$ cat src/rtl/seg_scan_ctrl_if.sv
// Display-scan bus: value loading from the host side, and digit drive toward the
// shared 7-segment decoder and the digit enables.
interface seg_scan_ctrl_if #(
  parameter int unsigned NUM_DIGITS = 4
);
  logic                    load;
  logic [4*NUM_DIGITS-1:0] value;
  logic                    blank_lz;
  logic [3:0]              digit_nibble;
  logic [NUM_DIGITS-1:0]   digit_sel;
  logic                    pending;
  logic                    frame_done;

  modport master (
    output load, value, blank_lz,
    input  digit_nibble, digit_sel, pending, frame_done
  );

  modport slave (
    input  load, value, blank_lz,
    output digit_nibble, digit_sel, pending, frame_done
  );
endinterface

$ cat src/rtl/seg_scan_ctrl.sv
// Multiplexed hex display scanner: drives one digit at a time with guard gaps between
// digits, and double-buffers new values so they are only committed at a frame wrap.
module seg_scan_ctrl #(
  parameter int unsigned NUM_DIGITS = 4,
  parameter int unsigned DIV        = 50000,
  parameter int unsigned GUARD      = 2
) (
  input logic            clk,
  input logic            rst,
  seg_scan_ctrl_if.slave bus
);

  localparam int unsigned CntMax    = (DIV > GUARD) ? DIV : GUARD;
  localparam int unsigned CntW      = $clog2(CntMax);
  localparam int unsigned IdxW      = $clog2(NUM_DIGITS);
  localparam int unsigned GuardEnd  = (GUARD == 0) ? 0 : GUARD - 1;

  localparam logic [CntW-1:0] DivLast   = CntW'(DIV - 1);
  localparam logic [CntW-1:0] GuardLast = CntW'(GuardEnd);
  localparam logic [IdxW-1:0] IdxLast   = IdxW'(NUM_DIGITS - 1);

  typedef enum logic {StOn, StOff} state_e;

  state_e                  state_q, state_d;
  logic [CntW-1:0]         cnt_q, cnt_d;
  logic [IdxW-1:0]         idx_q, idx_d;
  logic [4*NUM_DIGITS-1:0] active_q, active_d;
  logic [4*NUM_DIGITS-1:0] shadow_q, shadow_d;
  logic                    pending_q, pending_d;

  logic advance;
  logic wrap;
  logic blanked;

  always_ff @(posedge clk or posedge rst) begin
    if (rst) begin
      state_q   <= StOn;
      cnt_q     <= '0;
      idx_q     <= '0;
      active_q  <= '0;
      shadow_q  <= '0;
      pending_q <= 1'b0;
    end else begin
      state_q   <= state_d;
      cnt_q     <= cnt_d;
      idx_q     <= idx_d;
      active_q  <= active_d;
      shadow_q  <= shadow_d;
      pending_q <= pending_d;
    end
  end

  always_comb begin
    state_d = state_q;
    cnt_d   = cnt_q + CntW'(1);
    advance = 1'b0;
    unique case (state_q)
      StOn: begin
        if (cnt_q == DivLast) begin
          cnt_d = '0;
          if (GUARD == 0) begin
            advance = 1'b1;
          end else begin
            state_d = StOff;
          end
        end
      end
      StOff: begin
        if (cnt_q == GuardLast) begin
          cnt_d   = '0;
          state_d = StOn;
          advance = 1'b1;
        end
      end
      default: begin
        state_d = StOn;
        cnt_d   = '0;
      end
    endcase

    idx_d = idx_q;
    if (advance) begin
      idx_d = (idx_q == IdxLast) ? '0 : idx_q + IdxW'(1);
    end
    wrap = advance && (idx_q == IdxLast);

    // A load on the wrap edge commits the old shadow and keeps the new one pending.
    active_d  = (wrap && pending_q) ? shadow_q : active_q;
    shadow_d  = bus.load ? bus.value : shadow_q;
    pending_d = bus.load ? 1'b1 : (wrap ? 1'b0 : pending_q);
  end

  always_comb begin
    blanked = bus.blank_lz && (idx_q != '0) && ((active_q >> {idx_q, 2'b00}) == '0);

    bus.digit_sel = '0;
    if (!rst && (state_q == StOn) && !blanked) begin
      bus.digit_sel[idx_q] = 1'b1;
    end
    bus.digit_nibble = active_q[{idx_q, 2'b00} +: 4];
    bus.frame_done   = wrap && !rst;
    bus.pending      = pending_q;
  end

endmodule

$ cat src/flat_wrapper.sv
// flat-port wrapper written by rule: the top's interface ports become plain ports
module seg_scan_ctrl_flat 
#(
  parameter int unsigned NUM_DIGITS = 4,
  parameter int unsigned DIV        = 50000,
  parameter int unsigned GUARD      = 2
)
  (clk, rst, bus_load, bus_value, bus_blank_lz, bus_digit_nibble, bus_digit_sel, bus_pending, bus_frame_done);
  seg_scan_ctrl_if #(.NUM_DIGITS(NUM_DIGITS)) bus_i ();
  input logic clk;
  input logic rst;
  input wire logic [$bits(bus_i.load)-1:0] bus_load;
  input wire logic [$bits(bus_i.value)-1:0] bus_value;
  input wire logic [$bits(bus_i.blank_lz)-1:0] bus_blank_lz;
  output wire logic [$bits(bus_i.digit_nibble)-1:0] bus_digit_nibble;
  output wire logic [$bits(bus_i.digit_sel)-1:0] bus_digit_sel;
  output wire logic [$bits(bus_i.pending)-1:0] bus_pending;
  output wire logic [$bits(bus_i.frame_done)-1:0] bus_frame_done;
  assign bus_i.load = bus_load;
  assign bus_i.value = bus_value;
  assign bus_i.blank_lz = bus_blank_lz;
  assign bus_digit_nibble = bus_i.digit_nibble;
  assign bus_digit_sel = bus_i.digit_sel;
  assign bus_pending = bus_i.pending;
  assign bus_frame_done = bus_i.frame_done;
  seg_scan_ctrl #(.NUM_DIGITS(NUM_DIGITS), .DIV(DIV), .GUARD(GUARD)) u_core (.clk(clk), .rst(rst), .bus(bus_i));
endmodule
$ cat config.mk
export PLATFORM = sky130hd
export DESIGN_NAME = seg_scan_ctrl_flat
export DESIGN_NICKNAME = d
export VERILOG_FILES = /design/src/rtl/seg_scan_ctrl_if.sv /design/src/rtl/seg_scan_ctrl.sv /design/src/flat_wrapper.sv
export SDC_FILE = /design/constraint.sdc
export NUM_CORES = 1
export LEC_CHECK = 0
export ABC_AREA = 1
export CAP_MARGIN = 25
export CORE_MARGIN = 4
export CORE_UTILIZATION = 45
export DETAILED_ROUTE_END_ITERATION = 10
export HOLD_SLACK_MARGIN = 0.03
export PLACE_DENSITY = 0.68
export SYNTH_ARGS = -nofsm -noshare
export SYNTH_HDL_FRONTEND = slang
export SYNTH_SLANG_ARGS = --single-unit
$ cat constraint.sdc
create_clock -name clk -period 1.75 [get_ports clk]
set_input_delay 0.525 -clock clk [delete_from_list [all_inputs] [get_ports clk]]
set_output_delay 0.525 -clock clk [all_outputs]
set_load 0.01 [all_outputs]
==> results.sh <==
export IMPL_drv_cap=0
export IMPL_clockBufferDepth=2
export IMPL_port_buffers=29
export IMPL_cp_arrival_ps=1790
export IMPL_post_route_util_pct=63.0
export IMPL_clock_latency_ps=310
export IMPL_postRouteAntennaNets=0
export IMPL_die_w_microns=86.3
export IMPL_hpwlAfterDp_microns=4650
export IMPL_wirelength_microns=6440
export IMPL_nets=478
export IMPL_cp_required_ps=1220
export IMPL_netlist_area_sq_um=2760
export IMPL_cts_tree="done"
export IMPL_fmax_mhz=433
export IMPL_relSlewSlack_pct=80.0
export IMPL_dieArea_sq_um=7440
export IMPL_path_max_fanout=6
export IMPL_io_pins=30
export IMPL_yosys_area_share_adder_pct=2.72
export IMPL_dr_pass1_iters=4
export IMPL_synth_compound_area_share_pct=1.72
export IMPL_setup_violations=9
export IMPL_synth_xor_area_share_pct=1.91
export IMPL_syn_nets=392
export IMPL_maxSlewViolCount=0
export IMPL_synth_distinct_cells=24
export IMPL_layout_commonest_cell="nand2_1"
export IMPL_start_util_pct=46.6
export IMPL_grt_first_pass_wirelength_microns=11300
export IMPL_cts_sinks=52
export IMPL_die_y_microns=86.3
export IMPL_clock_root_buffer="clkbuf_8"
export IMPL_end_kind="output port"
export IMPL_drive_above_1_share_pct=25.2
export IMPL_p_leak_nw=1.94
export IMPL_path_clk_slew_ps=110
export IMPL_std_cell_rows=28
export IMPL_wl_per_cell_microns=12.2
export IMPL_setup_slack_ps=-561
export IMPL_startpoint_type="flop"
export IMPL_hold_viol=0
export IMPL_violations="setup timing"
export IMPL_ff_latch_area_sq_um=1300
export IMPL_fillers=517
export IMPL_worst_pin_slew_ps=300
export IMPL_grt_max_degree=20
export IMPL_holdCritPathClass="reg -> reg"
export IMPL_gp_congestion=0.921
export IMPL_vias=2571
export IMPL_rsz0062_at_grt="true"
export IMPL_avgSynthCellArea_sq_um=7.53
export IMPL_grt_pass1_vias=2579
export IMPL_synth_area_mux_share_pct=0
export IMPL_pre_cts_ws_ps=-779
export IMPL_crit_type="reg -> out"
export IMPL_drt_iter0_markers=158
export IMPL_track_usage_pct=18.9
export IMPL_synthSimpleGateAreaFrac_pct=38.7
export IMPL_synth_warnings=0
export IMPL_fin_worst_skew_ps=13.7
export IMPL_htreeDepth=2
export IMPL_antenna_found_initial=0
export IMPL_cts_hold_repair_buffers=0
export IMPL_drc=0
export IMPL_period_needed_ps=2310
export IMPL_p_total_mw=2.13
export IMPL_timing_final_crit_share_pct=132
export IMPL_numCtsBuffers=5
export IMPL_avgViaCountPerCell=4.87
export IMPL_syn_to_final_growth_pct=35.4
export IMPL_outcome="finished, violations left"
export IMPL_ys_ff_latch=52
export IMPL_synth_seq_area_share_pct=47.2
export IMPL_grt_ovfl_total=0
export IMPL_synth_top_family_by_area="simple AND/OR/NAND/NOR gates"
export IMPL_power_density_nw_per_um2=571
export IMPL_mostFrequentLayoutCells="nand2_1 (136), buf_4 (52), dfrtp_1 (51), nor2_1 (38), nand3_1 (35)"
export IMPL_synth_cells=366
export IMPL_multiInputGateArea_sq_um=1350
export IMPL_antenna_cells=0
export IMPL_core_region_area_sq_um=5920
export IMPL_ir_worst_vdd_mv=0.451
critical path, stage by stage, from the launching register on:
cell and delay (ps):
dfrtp_2 460, clkinv_4 120, buf_4 150, nand2_2 50, nand3_1 80, nand2_1 100
nand2_1 70, inv_1 70, nand3_2 100, nand2_4 100, nor2_1 40, buf_2 130
power by group:
part	internal, mW	switching, mW	leakage [nW]	total [mW]
clock	0.302	0.443	0.0515	0.744
sequential	1.23	0.0191	0.677	1.25
combinational	0.0704	0.0638	1.21	0.134
total	1.61	0.526	1.94	2.13
sequential cells by signal, indices dropped and copies added, names as in the netlist:
signal,flops
u_core.idx_q,2
u_core.shadow_q,16
u_core.cnt_q,16
u_core.state_q,1
u_core.active_q,16
u_core.bus.pending,1
kinds of logic (layout without fill, tap and decap cells):
logic type                 Yosys count  count (layout)
buffers and inverters               48             134
DFF                                 52              52
AOI/OAI and AO/OA                    9               9
adders and majority gates            6               6
and+or+nand+nor                    245             246
xor gates and xnor gates             6               6
cells in the mapped netlist, drive strengths merged:
library cell  instances  area, sq um
xor2                  5         43.8
clkinv                1         3.75
nand3                41          228
dfrtp                52         1300
nor3                  3         15.0
a21oi                 4         20.0
xnor2                 1         8.76
nor3b                 2         15.0
o21bai                1         7.51
nor2                 52          245
ha                    6         75.1
nand2               144          546
o21ai                 4         20.0
clkbuf                3         11.3
inv                  38          143
nand4                 3         18.8
buf                   6         55.1
stage by stage:
step                TNS, ps  hold WS (ps)  instances  cell area [sq um]
global route          -4940           521        528               3730
detailed placement    -4630           463        509               3500
global placement      -4520           457        509               3500
finish                -3750           485        528               3730
floorplan              -179           442        366               2790
CTS                   -3200           489        524               3650
layer usage:
metal / track usage, % / part of all wire [%] / vias to the layer above
met4: 5.24 / 1.0 / 0
met3: 3.23 / 4.5 / 6
li1: - / - / 1301
met5: 0 / 0 / -
met1: 24.4 / 45 / 1201
met2: 32.7 / 49 / 63
final cells by class:
class | instances | area share [%]
timing repair buffer | 86 | 19.3
clock buffer | 5 | 1.84
tap | 75 | 2.52
inverter | 39 | 4.16
timing repair inverter | 1 | 0.201
clock inverter | 3 | 0.905
sequential | 52 | 34.9
multi-input combinational | 267 | 36.2
path summary, 6_finish.rpt:
path	slack [ps]	cells after the start	start	end
setup / recovery	-560	11	u_core.idx_q[0]$_DFFE_PP0P_	bus_digit_sel[3]
hold / removal	480	2	u_core.shadow_q[1]$_DFFE_PP0P_	u_core.shadow_q[1]$_DFFE_PP0P_
setup reg to reg	110	9	u_core.cnt_q[0]$_DFF_PP0_	u_core.cnt_q[14]$_DFF_PP0_
hold reg to reg	480	2	u_core.shadow_q[1]$_DFFE_PP0P_	u_core.shadow_q[1]$_DFFE_PP0P_
max in group asynchronous	730	4	rst	u_core.cnt_q[2]$_DFF_PP0_
min in group asynchronous	610	3	rst	u_core.cnt_q[15]$_DFF_PP0_
what timing repair did:
item	in CTS	in global routing
endpoints found under the setup margin	10	15
pin swaps	8	6
resized for setup	47	11
buffers inserted	5	3
gates cloned	2	1
No activity file was read; power rests on OpenSTA's default activity.
